## src/rtl/mem_port_arbiter.sv

```systemverilog
// rtl/mem_port_arbiter.sv - single-port memory arbiter between instruction fetch and load/store
// One access in flight; load/store has priority, a starvation counter guarantees fetch progress.
module mem_port_arbiter #(
  parameter int AW         = 32,
  parameter int DW         = 32,
  parameter int MEM_LAT    = 1,
  parameter int STARVE_MAX = 4
) (
  input  logic            clk,
  input  logic            reset,
  input  logic            if_req,
  input  logic [AW-1:0]   if_addr,
  output logic            if_gnt,
  output logic            if_rvalid,
  output logic [DW-1:0]   if_rdata,
  input  logic            ls_req,
  input  logic            ls_we,
  input  logic [DW/8-1:0] ls_be,
  input  logic [AW-1:0]   ls_addr,
  input  logic [DW-1:0]   ls_wdata,
  output logic            ls_gnt,
  output logic            ls_rvalid,
  output logic [DW-1:0]   ls_rdata,
  output logic            mem_en,
  output logic            mem_we,
  output logic [DW/8-1:0] mem_be,
  output logic [AW-1:0]   mem_addr,
  output logic [DW-1:0]   mem_wdata,
  input  logic [DW-1:0]   mem_rdata,
  output logic            busy
);

  localparam logic [3:0] SMAX = 4'(STARVE_MAX);
  localparam logic [2:0] LAT  = 3'(MEM_LAT);

  typedef enum logic [1:0] {IDLE, ACCESS, WAIT, RESP} state_t;

  state_t     state, state_nxt;
  logic [3:0] starve;
  logic [2:0] lat_cnt;
  logic       owner_ls;
  logic       win;
  logic       fetch_pri;
  logic       last_wait;

  // Grants are only offered while no access is in flight (IDLE, or the RESP cycle of the previous one).
  always_comb begin
    win       = !reset && (state == IDLE || state == RESP);
    fetch_pri = (starve == SMAX);
    if_gnt    = win && if_req && (!ls_req || fetch_pri);
    ls_gnt    = win && ls_req && !(if_req && fetch_pri);
    last_wait = (state == WAIT) && (lat_cnt == 3'd1);
  end

  always_comb begin
    state_nxt = state;
    case (state)
      IDLE:    if (if_gnt || ls_gnt) state_nxt = ACCESS;
      ACCESS:  state_nxt = WAIT;
      WAIT:    if (lat_cnt == 3'd1) state_nxt = RESP;
      RESP:    state_nxt = (if_gnt || ls_gnt) ? ACCESS : IDLE;
      default: state_nxt = IDLE;
    endcase
  end

  always_ff @(posedge clk or posedge reset) begin
    if (reset) state <= IDLE;
    else       state <= state_nxt;
  end

  always_ff @(posedge clk or posedge reset) begin
    if (reset) begin
      mem_en    <= 1'b0;
      mem_we    <= 1'b0;
      mem_be    <= '0;
      mem_addr  <= '0;
      mem_wdata <= '0;
      owner_ls  <= 1'b0;
      starve    <= 4'd0;
    end else begin
      mem_en <= if_gnt || ls_gnt;
      if (if_gnt) begin
        mem_we    <= 1'b0;
        mem_be    <= '1;
        mem_addr  <= if_addr;
        mem_wdata <= '0;
        owner_ls  <= 1'b0;
        starve    <= 4'd0;
      end else if (ls_gnt) begin
        mem_we    <= ls_we;
        mem_be    <= ls_be;
        mem_addr  <= ls_addr;
        mem_wdata <= ls_wdata;
        owner_ls  <= 1'b1;
        if (if_req && starve != SMAX) starve <= starve + 4'd1;
      end
    end
  end

  always_ff @(posedge clk or posedge reset) begin
    if (reset)                lat_cnt <= 3'd0;
    else if (state == ACCESS) lat_cnt <= LAT;
    else if (state == WAIT)   lat_cnt <= lat_cnt - 3'd1;
  end

  // mem_rdata is only looked at in the final WAIT cycle; stores return a zero word.
  always_ff @(posedge clk or posedge reset) begin
    if (reset) begin
      if_rvalid <= 1'b0;
      ls_rvalid <= 1'b0;
      if_rdata  <= '0;
      ls_rdata  <= '0;
    end else begin
      if_rvalid <= 1'b0;
      ls_rvalid <= 1'b0;
      if (last_wait) begin
        if (owner_ls) begin
          ls_rvalid <= 1'b1;
          ls_rdata  <= mem_we ? '0 : mem_rdata;
        end else begin
          if_rvalid <= 1'b1;
          if_rdata  <= mem_rdata;
        end
      end
    end
  end

  assign busy = (state != IDLE);

endmodule

```

## config.mk

```make
export PLATFORM = sky130hd
export DESIGN_NAME = mem_port_arbiter
export DESIGN_NICKNAME = d
export VERILOG_FILES = /design/src/rtl/mem_port_arbiter.sv
export SDC_FILE = /design/constraint.sdc
export NUM_CORES = 1
export LEC_CHECK = 0
export CORE_ASPECT_RATIO = 1.5
export CORE_MARGIN = 10
export CORE_UTILIZATION = 30
export DETAILED_ROUTE_END_ITERATION = 7
export SYNTH_ARGS = -nofsm -noshare
export SYNTH_HDL_FRONTEND = slang
export SYNTH_SLANG_ARGS = --single-unit
export TNS_END_PERCENT = 100
```

## constraint.sdc

```tcl
create_clock -name clk -period 7.04 [get_ports clk]
set_clock_uncertainty 0.2 [all_clocks]
set_input_delay 1.408 -clock clk [delete_from_list [all_inputs] [get_ports clk]]
set_output_delay 1.408 -clock clk [all_outputs]
set_load 0.01 [all_outputs]
```

Word level (Yosys, flattened, before mapping)
Cells that the tools add are included.
{"block": "classes", "n_addsub": 2, "eq_ne": 8, "muxes": 24, "bitwise": 1, "n_reduce_logical": 23}
{"op": "$mux 32", "count": 5}
{"op": "$mux 4", "count": 5}
{"op": "$mux 1", "count": 9}
{"op": "$logic_and 1x1->1", "count": 8}
{"op": "$pmux 2 s4", "count": 1}
{"op": "$reduce_and 2->1", "count": 4}
{"op": "$reduce_bool 2->1", "count": 4}
{"op": "$mux 3", "count": 2}
{"op": "$add 4x1->4 const B", "count": 1}
{"op": "$eq 2x2->1 const B", "count": 2}
{"op": "$eq 4x3->1 const B", "count": 1}
{"op": "$mux 2", "count": 2}
{"op": "$ne 2x1->1 const B", "count": 2}
{"op": "$ne 4x3->1 const B", "count": 1}
{"op": "$eq 3x1->1 const B", "count": 1}
{"op": "$logic_not 1->1", "count": 3}
{"op": "$logic_or 1x1->1", "count": 3}
{"op": "$sub 3x1->3 const B", "count": 1}
{"op": "$eq 2x1->1 const B", "count": 1}
{"op": "$logic_not 2->1", "count": 1}
{"op": "$not 1->1", "count": 1}
{"block": "totals", "register_bits": 146, "input_bits": 137, "output_inout_bits": 139, "wordCells": 71}

Longest topological paths before layout
Gate-level depths: netlist of run 1.
{"block": "depth", "word_depth": 8, "ltp_mapped": 9, "mapped_depth_nobuf": 8}

Least setup slack after synthesis of run 1
Ideal clock, no wire load.
{"block": "synth_path", "kind": "in2out", "startpoint": "input port if_req", "endpoint": "output port if_gnt", "t_arrival_ns": 2.110, "required_time_ns": 5.432, "slack_ns": 3.322, "cell_stages": 5, "path_buffers": 1, "path_cell_list": "inv_1 -> nor3_4 -> nand2_1 -> inv_2 -> buf_2"}
{"block": "synth_between", "elab_chain_cells": 2}
{"element": "from (decl)", "line": "11", "rtl": "input logic if_req,"}
{"element": "$logic_and 1x1->1 (2 in series)", "line": "50", "rtl": "if_gnt = win && if_req && (!ls_req || fetch_pri);"}
{"element": "to (decl)", "line": "13", "rtl": "output logic if_gnt,"}
No other way between the ends.

Final worst setup path of run 1
{"block": "layout_path", "startpoint": "input port reset", "endpoint": "output port if_gnt"}
{"block": "layout_between", "elab_chain_cells": 4}
{"element": "from (decl)", "line": "10", "rtl": "input logic reset,"}
{"element": "$logic_not 1->1 (no line)"}
{"element": "$logic_and 1x1->1", "line": "48", "rtl": "win = !reset && (state == IDLE || state == RESP);"}
{"element": "$logic_and 1x1->1 (2 in series)", "line": "50"}
No other way between the ends.

==> results of run 1 <==
-- path summary, 6_finish.rpt --
kind                                   start           end  slack, ns
max in group asynchronous              reset  ls_rdata[18]       3.97
worst max register to register      state[0]      state[0]       4.06
worst min-delay path            ls_rdata[14]  ls_rdata[14]       0.28
min in group asynchronous              reset     starve[3]       1.45
worst min register to register  ls_rdata[14]  ls_rdata[14]       0.28
worst max-delay path                   reset        if_gnt       1.80
-- flip-flops by register name, indices dropped and copies added, names as in the netlist --
signal	count
if_rdata	32
ls_rdata	32
mem_addr	32
mem_wdata	32
mem_be	4
starve	4
lat_cnt	3
state	2
if_rvalid	1
ls_rvalid	1
mem_en	1
mem_we	1
owner_ls	1
-- per-layer routing --
layer | wire, um | share of wire | global-route usage
met3 | 2260 | 0.11 | 0.0730
met1 | 7740 | 0.39 | 0.170
met5 | 0 | 0 | 0
met4 | 285 | 0.014 | 0.0575
met2 | 9420 | 0.48 | 0.247
-- metrics by stage --
| step | std cells | cell area [um2] |
|---|---|---|
| floorplan | 481 | 5850 |
| global placement | 984 | 8810 |
| detailed placement | 984 | 8810 |
| CTS | 1015 | 9410 |
| global route | 1015 | 9410 |
| finish | 1015 | 9410 |
-- Yosys cell counts (all sizes together) --
cell type  count
inv           45
nand2b        32
nor3           1
a222oi        32
nor4           1
buf           13
a22o          31
nor2           6
dfrtp        146
o22ai          2
nand3b         1
o211a          1
nand4          1
or3b           1
nor2b          2
or4            1
o21a           1
nand3          9
mux2          33
a221o          1
ha             8
and4b          1
a21o           3
nand2         51
clkbuf        18
a21oi          3
o21ai         37
-- layout by cell type, fill, tap and decap left out, types with 17 or more instances in the layout --
master	count
o21ai_0	36
clkdlybuf4s50_1	275
nand2b_1	32
a22o_1	31
a222oi_1	32
clkbuf_16	17
mux2_2	33
inv_1	42
dfrtp_1	146
nand2_1	51
-- where the power goes --
part | total [mW] | leakage [nW] | internal, mW | switching, mW
Sequential | 1.50 | 1.81 | 1.23 | 0.264
Combinational | 1.85 | 2.14 | 1.04 | 0.807
Clock | 0.912 | 0.288 | 0.547 | 0.365
Total | 4.26 | 4.23 | 2.82 | 1.43
-- cell type report --
cell class / count / area [um2]
Fill cell: 1781 / 9760
Sequential cell: 146 / 3650
Timing Repair Buffer: 278 / 2780
Multi-Input combinational cell: 259 / 1880
Clock buffer: 19 / 453
Tap cell: 256 / 320
Inverter: 45 / 174
Clock inverter: 12 / 145
-- critical path, stage by stage --
cell	delay (ns)
clkdlybuf4s50_1	0.55
nor3_4	0.32
nand2_1	0.18
inv_2	0.48
clkdlybuf4s50_1	0.66
-- cells by family (layout without fill, tap and decap cells) --
kind of cell	after synthesis	after routing
adder cells (fa/ha/maj)	8	8
buffers and inverters	76	354
AO/OA/AOI/OAI	111	111
flip-flops	146	146
AND/OR/NAND/NOR	107	107
multiplexers	33	33
==> results.md, run 1 <==
- Clock buffer count from CTS: 17
- Final hold vios: 0
- Number of max-cap violations: 0
- Worst slack, placed: 1.77 ns
- DRC marker count from the first detailed-route iteration: roughly 300
- Critical Path AT: between 3 and 4 ns
- Clock insertion delay at the later pin of the skew report: 0.41 ns
- Peak supply drop: ~0.19 mV
- # setup viols final: 0
- Worst-path clk slew: 0.06 ns
- Total track usage: 0.152
- Wire length per cell: around 19 um
- Mapped Area: around 6000 um2
- Net Count, Synth: about 630
- Worst hold path type: reg2reg
- Total routed wirelength: just under 20000 um
- First-pass GRT wire length: 30700 um
- Initial antenna violation count: 0
- Synth area leader: dfrtp_1
- Synth Area in XOR/XNOR: 0
- Final hold slack: ~0.28 ns
- Yosys cell types: 31
- Largest family of logic cells by synthesized area: compound AO/OA/AOI/OAI gates
- Slew @ Worst Pin: 1.09 ns
- Hold Crit Depth: 2
- Pwr dens: between 400 and 500 nW/um2
- Largest net degree at the start of global routing: 102
- Nets@finish: a little under 900
- Post-DP HPWL: roughly 15000 um
- Crit Path Max Fanout: 35
- Die area: between 20000 and 30000 um2
- Clock Sink Count: roughly 150
- P&R area growth vs syn: 60.9%
- Routed vias/inst: 4.73
- Post-synthesis adder-cell area fraction: 0.0171
- Final Cycle Share: 0.744
- Cell Rows: 62
- Post-synthesis mux area share: 0.0636
- Root Buffer: clkbuf_16
- Gr ovfl total: 0
- CP Capture Type: output port
- Post-DRT Antenna Nets: 0
- Unrepaired setup endpoints after global routing: no
- Port Buffer Count: 275
- Fmax: 191 MHz
- Cells after synthesis: 481
- Setup ws final: between 1.5 and 2 ns
- Leakage: about 4.2 nW
- Vias in the first global route: approximately 5.3k
- DR DRC count: 0
- Mean area per synthesized cell: approximately 12 um2
- Min Tclk post-route: roughly 5.2 ns
- Overall Power: between 4 and 5 mW
- Post-layout util: 0.491
- Synth area leaders: dfrtp_1 (62%), mux2_2 (6.4%), a222oi_1 (5.5%)
- Rel. slew slack: 0.274
- Layout cell share with drive strength beyond 1: 0.0988
- Total negative slack: 0 ns
- Chip height: 191 um
- Worst r2r path cells: 8
- Via count: approximately 4.8k
- Post-synthesis register bit count: 146
- Synth Area in Simple Gates: 0.0918
- YS warnings: 0
- Core area: about 19000 um2
- CTS resizes: 0
- Cts hold-fix bufs: 0
- WS Path Type: in2out
- CTS tree: yes
- Outcome: completed
- Die X-Extent: 134 um
- CTS HTree Levels: 4
- Slew Viols, Final: 0
- Synth top area share: 0.625
- Initial Utilization: 0.305
- IO Count: roughly 280
- Number of diodes: 0
- Synth Area in Compound Gates: 0.147
- Post-CTS Setup Bufs: 0
- WP data required: 5.43 ns
- Clk buf depth: 2
- First-pass detailed-route iteration total: 6
- Sequential share of the synthesized area: 0.625
- RD Place Congestion: around 0.76
- Critical Path Start Type: input port
Power figures use the tool's default switching activity.
==> run 2, diff against run 1 <==
==> constraint.sdc (replaced) <==
create_clock -name clk -period 4.9 [get_ports clk]
set_clock_uncertainty 0.2 [all_clocks]
set_input_delay 0.98 -clock clk [delete_from_list [all_inputs] [get_ports clk]]
set_output_delay 0.98 -clock clk [all_outputs]
set_load 0.01 [all_outputs]
==> results.md, run 2 (same netlist as run 1, synthesis figures left out) <==
- Clock Sink Count: 146 (unchanged)
- Setup ws final: 0.994 ns (was 1.80 ns)
- Initial Utilization: 0.305 (unchanged)
- DRC marker count from the first detailed-route iteration: 291 (was 303)
- RR Endpoint: mem_addr[22] (was state[0])
- Clock insertion delay at the later pin of the skew report: 0.41 ns (about the same)
- P&R area growth vs syn: 61.4% (was 60.9%)
- Clk buf depth: 2 (unchanged)
- Cell mode on critical path: clkdlybuf4s50_1 (unchanged)
- Unrepaired setup endpoints after global routing: no (unchanged)
- DR DRC count: 0 (unchanged)
- WHS Endpoint: ls_rdata[25] (was ls_rdata[14])
- Peak supply drop: 0.273 mV (was 0.187 mV)
- Via count: 4775 (was 4796)
- First-pass GRT wire length: 30500 um (was 30700 um)
- Number of max-cap violations: 0 (unchanged)
- CTS HTree Levels: 4 (unchanged)
- Worst-path clk slew: 0.06 ns (about the same)
- FF-to-FF Start: state[0] (unchanged)
- Outcome: completed (unchanged)
- CTS tree: yes (unchanged)
- Final Cycle Share: 0.797
- Final hold slack: 0.276 ns (was 0.278 ns)
- Largest net degree at the start of global routing: 81 (was 102)
- Commonest non-fill, non-tap cell in the layout: clkdlybuf4s50_1 (unchanged)
- Worst r2r path cells: 7 (was 8)
- Post-CTS Setup Bufs: 0 (unchanged)
- Number of diodes: 0 (unchanged)
- Cts hold-fix bufs: 0 (unchanged)
- Worst path bufs/invs: 4 (was 3)
- Die X-Extent: 134 um (unchanged)
- Slowest stage delay, CP: 0.57 ns (was 0.66 ns)
- Worst hold path type: reg2reg (unchanged)
- Hold Crit Depth: 2 (unchanged)
- CTS resizes: 0 (unchanged)
- Wire length per cell: 19.0 um (was 19.4 um)
- Critical Path AT: 2.73 ns (was 3.63 ns)
- Routed vias/inst: 4.69 (was 4.73)
- RD Place Congestion: 0.806 (was 0.762)
- Post-DP HPWL: 14700 um (was 14900 um)
- Final hold vios: 0 (unchanged)
- Nets@finish: 895 (was 892)
- Total routed wirelength: 19400 um (was 19700 um)
- Initial antenna violation count: 0 (unchanged)
- Clock buffer count from CTS: 17 (unchanged)
- Total track usage: 0.152 (about the same)
- Slew Viols, Final: 0 (unchanged)
- Core area: 19200 um2 (unchanged)
- # setup viols final: 0 (unchanged)
- Min Tclk post-route: 3.91 ns
- Number of fill cells: 1744 (was 1781)
- Leakage: 4.24 nW (was 4.23 nW)
- WS Path Type: in2out (unchanged)
- Die area: 25600 um2 (unchanged)
- Chip height: 191 um (unchanged)
- Final instance area: 9430 um2 (was 9410 um2)
- Rel. slew slack: 0.274 (about the same)
- Layout cell share with drive strength beyond 1: 0.102 (was 0.0988)
- Cell Rows: 62 (unchanged)
- Crit Path Max Fanout: 7 (was 35)
- IO Count: 276 (unchanged)
- Crit path max-delay cell type: clkdlybuf4s50_1 (unchanged)
- Hold_sp: ls_rdata[25] (was ls_rdata[14])
- WP data required: 3.72 ns (was 5.43 ns)
- Most frequent cells in the layout: clkdlybuf4s50_1 (275), dfrtp_1 (146), nand2_1 (51) (unchanged)
- Worst slack, placed: 0.976 ns (was 1.77 ns)
- R2r setup slk: 2.18 ns (was 4.06 ns)
- Slew @ Worst Pin: 1.09 ns (about the same)
- Cells along the critical path: clkdlybuf4s50_1 -> inv_1 -> nor3_4 -> nand2_1 -> inv_2 -> clkdlybuf4s50_1 (was clkdlybuf4s50_1 -> nor3_4 -> nand2_1 -> inv_2 -> clkdlybuf4s50_1)
- First-pass detailed-route iteration total: 5 (was 6)
- CP Capture Type: output port (unchanged)
- Fmax: around 260 MHz
- Root Buffer: clkbuf_16 (unchanged)
- Post-DRT Antenna Nets: 0 (unchanged)
- Critical Path Start Type: input port (unchanged)
- Vias in the first global route: 5327 (was 5322)
- Gr ovfl total: 0 (unchanged)
- Cell Area, Placed: 8840 um2 (was 8810 um2)
- Pwr dens: 645 nW/um2 (was 453 nW/um2)
- Total negative slack: 0 ns (unchanged)
- Critical path's top delay family: buffers and inverters (unchanged)
- Port Buffer Count: 275 (unchanged)
[run 2: area by class of cell]
type	instances	area [um2]	area share
Clock buffer	19	443	0.0469
Clock inverter	13	150	0.0159
Inverter	45	173	0.0183
Multi-Input combinational cell	259	1880	0.200
Sequential cell	146	3650	0.387
Tap cell	256	320	0.0340
Timing Repair Buffer	281	2810	0.298
[run 2: worst max path at each step]
| stage | slack, ns | depth (start not counted) | endpoint | startpoint |
|---|---|---|---|---|
| 2_1_floorplan | 1.89 | 1 | if_rdata[0] | reset |
| 3_3_place_gp | 1.02 | 4 | ls_gnt | reset |
| 3_5_place_dp | 0.98 | 6 | if_gnt | if_req |
| 4_1_cts | 0.98 | 6 | if_gnt | if_req |
| 5_1_grt | 0.87 | 6 | if_gnt | if_req |
| 6_report | 0.99 | 6 | if_gnt | if_req |
[run 2: stage by stage]
stage | cells | utilization | power, mW
2_1_floorplan | 481 | - | 3.31
3_3_place_gp | 987 | 0.461 | 4.79
3_5_place_dp | 987 | 0.461 | 4.86
4_1_cts | 1019 | 0.492 | 6.20
5_1_grt | 1019 | 0.492 | 6.52
6_report | 1019 | 0.492 | 6.08
[run 2: layer usage]
metal,GRT usage,up-vias,wire length (um)
met5,0,-,0
met4,0.0512,0,276
met1,0.168,2282,7510
met2,0.244,242,9180
li1,-,2237,-
met3,0.0846,14,2440
[run 2: power breakdown]
part	leakage (nW)	switching, mW	total [mW]	internal (mW)
sequential	1.81	0.339	2.11	1.77
clock	0.285	0.520	1.29	0.772
combinational	2.15	1.18	2.68	1.50
[run 2: worst min-delay path, stage by stage, from the launching register on]
cell and delay, ns:
dfrtp_1 0.34, nand2_1 0.04, o21ai_0 0.06
==> run 3, diff against run 2 <==
==> constraint.sdc (replaced) <==
create_clock -name clk -period 3.3 [get_ports clk]
set_clock_uncertainty 0.2 [all_clocks]
set_input_delay 0.66 -clock clk [delete_from_list [all_inputs] [get_ports clk]]
set_output_delay 0.66 -clock clk [all_outputs]
set_load 0.01 [all_outputs]
==> results.md, run 3 (same netlist as run 1, synthesis figures left out) <==
- Outcome: completed (unchanged)
- Clock insertion delay at the later pin of the skew report: 0.42 ns (was 0.41 ns)
- Cell Area, Placed: 8910 um2 (was 8840 um2)
- Peak supply drop: 0.329 mV (was 0.273 mV)
- Root Buffer: clkbuf_16 (unchanged)
- Slew Viols, Final: 0 (unchanged)
- Placed cells: 993 (was 987)
- Initial antenna violation count: 0 (unchanged)
- Overall Power: 9.17 mW (was 6.08 mW)
- Clock share of power: 0.218 (was 0.212)
- DRC marker count from the first detailed-route iteration: 368 (was 291)
- Initial Utilization: 0.305 (unchanged)
- Worst hold path type: reg2reg (unchanged)
- CTS tree: yes (unchanged)
- Worst slack, placed: 0.207 ns (was 0.976 ns)
- Via count: 4875 (was 4775)
- Post-DP HPWL: 14700 um (about the same)
- Finished Layout Cells: 1025 (was 1019)
- Gr ovfl total: 0 (unchanged)
- Internal: 6.11 mW (was 4.05 mW)
- Total track usage: 0.152 (about the same)
- FF-to-FF Start: lat_cnt[1] (was state[0])
- Setup ws final: 0.326 ns (was 0.994 ns)
- Nets@finish: 901 (was 895)
- Wire length per cell: 19.0 um (about the same)
- Final instance area: 9540 um2 (was 9430 um2)
- RD Place Congestion: 0.790 (was 0.806)
- Critical Path Start Type: flop (was input port)
- Most frequent cells in the layout: clkdlybuf4s50_1 (273), dfrtp_1 (146), nand2_1 (51) (was clkdlybuf4s50_1 (275), dfrtp_1 (146), nand2_1 (51))
- Post-DRT Antenna Nets: 0 (unchanged)
- DR DRC count: 0 (unchanged)
- Clk buf depth: 2 (unchanged)
- Slew @ Worst Pin: 1.08 ns (was 1.09 ns)
- Pwr dens: 961 nW/um2 (was 645 nW/um2)
- Sequential power share: 0.343 (was 0.347)
- P&R area growth vs syn: 63.1% (was 61.4%)
- First-pass GRT wire length: 30900 um (was 30500 um)
- Number of diodes: 0 (unchanged)
- CTS HTree Levels: 4 (unchanged)
- Critical Path AT: 2.11 ns (was 2.73 ns)
- Worst setup path end: ls_gnt (was if_gnt)
- Largest net degree at the start of global routing: 91 (was 81)
- Number of max-cap violations: 0 (unchanged)
- WS Path Type: reg2out (was in2out)
- R2r setup slk: 0.75 ns (was 2.18 ns)
- Total routed wirelength: 19500 um (was 19400 um)
- Post-CTS Setup Bufs: 0 (unchanged)
- First-pass detailed-route iteration total: 5 (unchanged)
- Leakage: 4.32 nW (was 4.24 nW)
- Total negative slack: 0 ns (unchanged)
- Clock Sink Count: 146 (unchanged)
- WP data required: 2.44 ns (was 3.72 ns)
- CP Capture Type: output port (unchanged)
- Worst-path clk slew: 0.06 ns (about the same)
- IO Count: 276 (unchanged)
- Worst r2r path cells: 6 (was 7)
- Die area: 25600 um2 (unchanged)
- Logic pwr share: 0.439 (was 0.440)
- Fmax: between 300 and 400 MHz
- Number of fill cells: 1728 (was 1744)
- Crit path launch: state[0] (was if_req)
- Crit Path Max Fanout: 10 (was 7)
- Final hold vios: 0 (unchanged)
- Sw Pwr: 3.06 mW (was 2.04 mW)
- Clock buffer count from CTS: 17 (unchanged)
- RR Endpoint: ls_rdata[17] (was mem_addr[22])
- Layout cell share with drive strength beyond 1: 0.112 (was 0.102)
- Rel. slew slack: 0.280 (was 0.274)
- Die X-Extent: 134 um (unchanged)
- Routed vias/inst: 4.76 (was 4.69)
- Min Tclk post-route: slightly below 3 ns
- Port Buffer Count: 275 (unchanged)
- Vias in the first global route: 5388 (was 5327)
- Sw frac: 0.333 (was 0.335)
- Commonest non-fill, non-tap cell in the layout: clkdlybuf4s50_1 (unchanged)
- # setup viols final: 0 (unchanged)
- Cell Rows: 62 (unchanged)
- Final Cycle Share: 0.901
- Unrepaired setup endpoints after global routing: no (unchanged)
- Chip height: 191 um (unchanged)
- Core area: 19200 um2 (unchanged)
## run 3: cell type report
class / count / area [um2] / share of cell area
Sequential cell: 146 / 3650 / 0.383
Timing Repair Buffer: 287 / 2880 / 0.302
Multi-Input combinational cell: 259 / 1890 / 0.198
Clock buffer: 21 / 480 / 0.0504
Tap cell: 256 / 320 / 0.0336
Inverter: 45 / 173 / 0.0181
Clock inverter: 11 / 143 / 0.0150
## run 3: worst min-delay path by stage
stage,start,endpoint,cells after the start,slack (ns)
2_1_floorplan,starve[3],starve[3],2,0.27
4_1_cts,ls_rdata[29],ls_rdata[29],2,0.28
3_5_place_dp,ls_rdata[29],ls_rdata[29],2,0.27
5_1_grt,ls_rdata[2],ls_rdata[2],2,0.31
3_3_place_gp,ls_rdata[11],ls_rdata[11],2,0.26
6_report,ls_rdata[29],ls_rdata[29],2,0.27
## run 3: stage by stage
stage	util	hold WS, ns
2_1_floorplan	-	0.272
3_3_place_gp	0.465	0.261
3_5_place_dp	0.465	0.269
4_1_cts	0.498	0.284
5_1_grt	0.498	0.313
6_report	0.498	0.274
## run 3: per-layer routing
metal | global-route usage | vias up | routed length, um
met5 | 0 | - | 0
met4 | 0.0495 | 0 | 295
met3 | 0.0791 | 16 | 2310
met2 | 0.248 | 242 | 9290
met1 | 0.169 | 2370 | 7580
li1 | - | 2247 | -
## run 3: worst max-delay path, cell delays in order, from the launching register on
cell and delay [ns]:
dfrtp_1 0.43, inv_1 0.10, ha_2 0.38, nor2_1 0.19, o211a_2 0.22, dlygate4sd2_1 0.37
## run 3: power by group through the flow
| stage | combinational, mW | sequential [mW] | clock (mW) |
|---|---|---|---|
| 2_1_floorplan | 1.47 | 3.45 | 0 |
| 3_3_place_gp | 4.01 | 3.14 | 0 |
| 3_5_place_dp | 4.10 | 3.16 | 0 |
| 4_1_cts | 4.11 | 3.15 | 2.06 |
| 5_1_grt | 4.40 | 3.25 | 2.14 |
| 6_report | 4.03 | 3.14 | 2.00 |
## run 3: what timing repair did
item | CTS | global route
gates resized for setup | 1 | 2
hold buffers | 0 | 0
setup endpoints to repair | 1 | 1
endpoints found under the hold margin | 0 | 0
gates cloned | 0 | 0
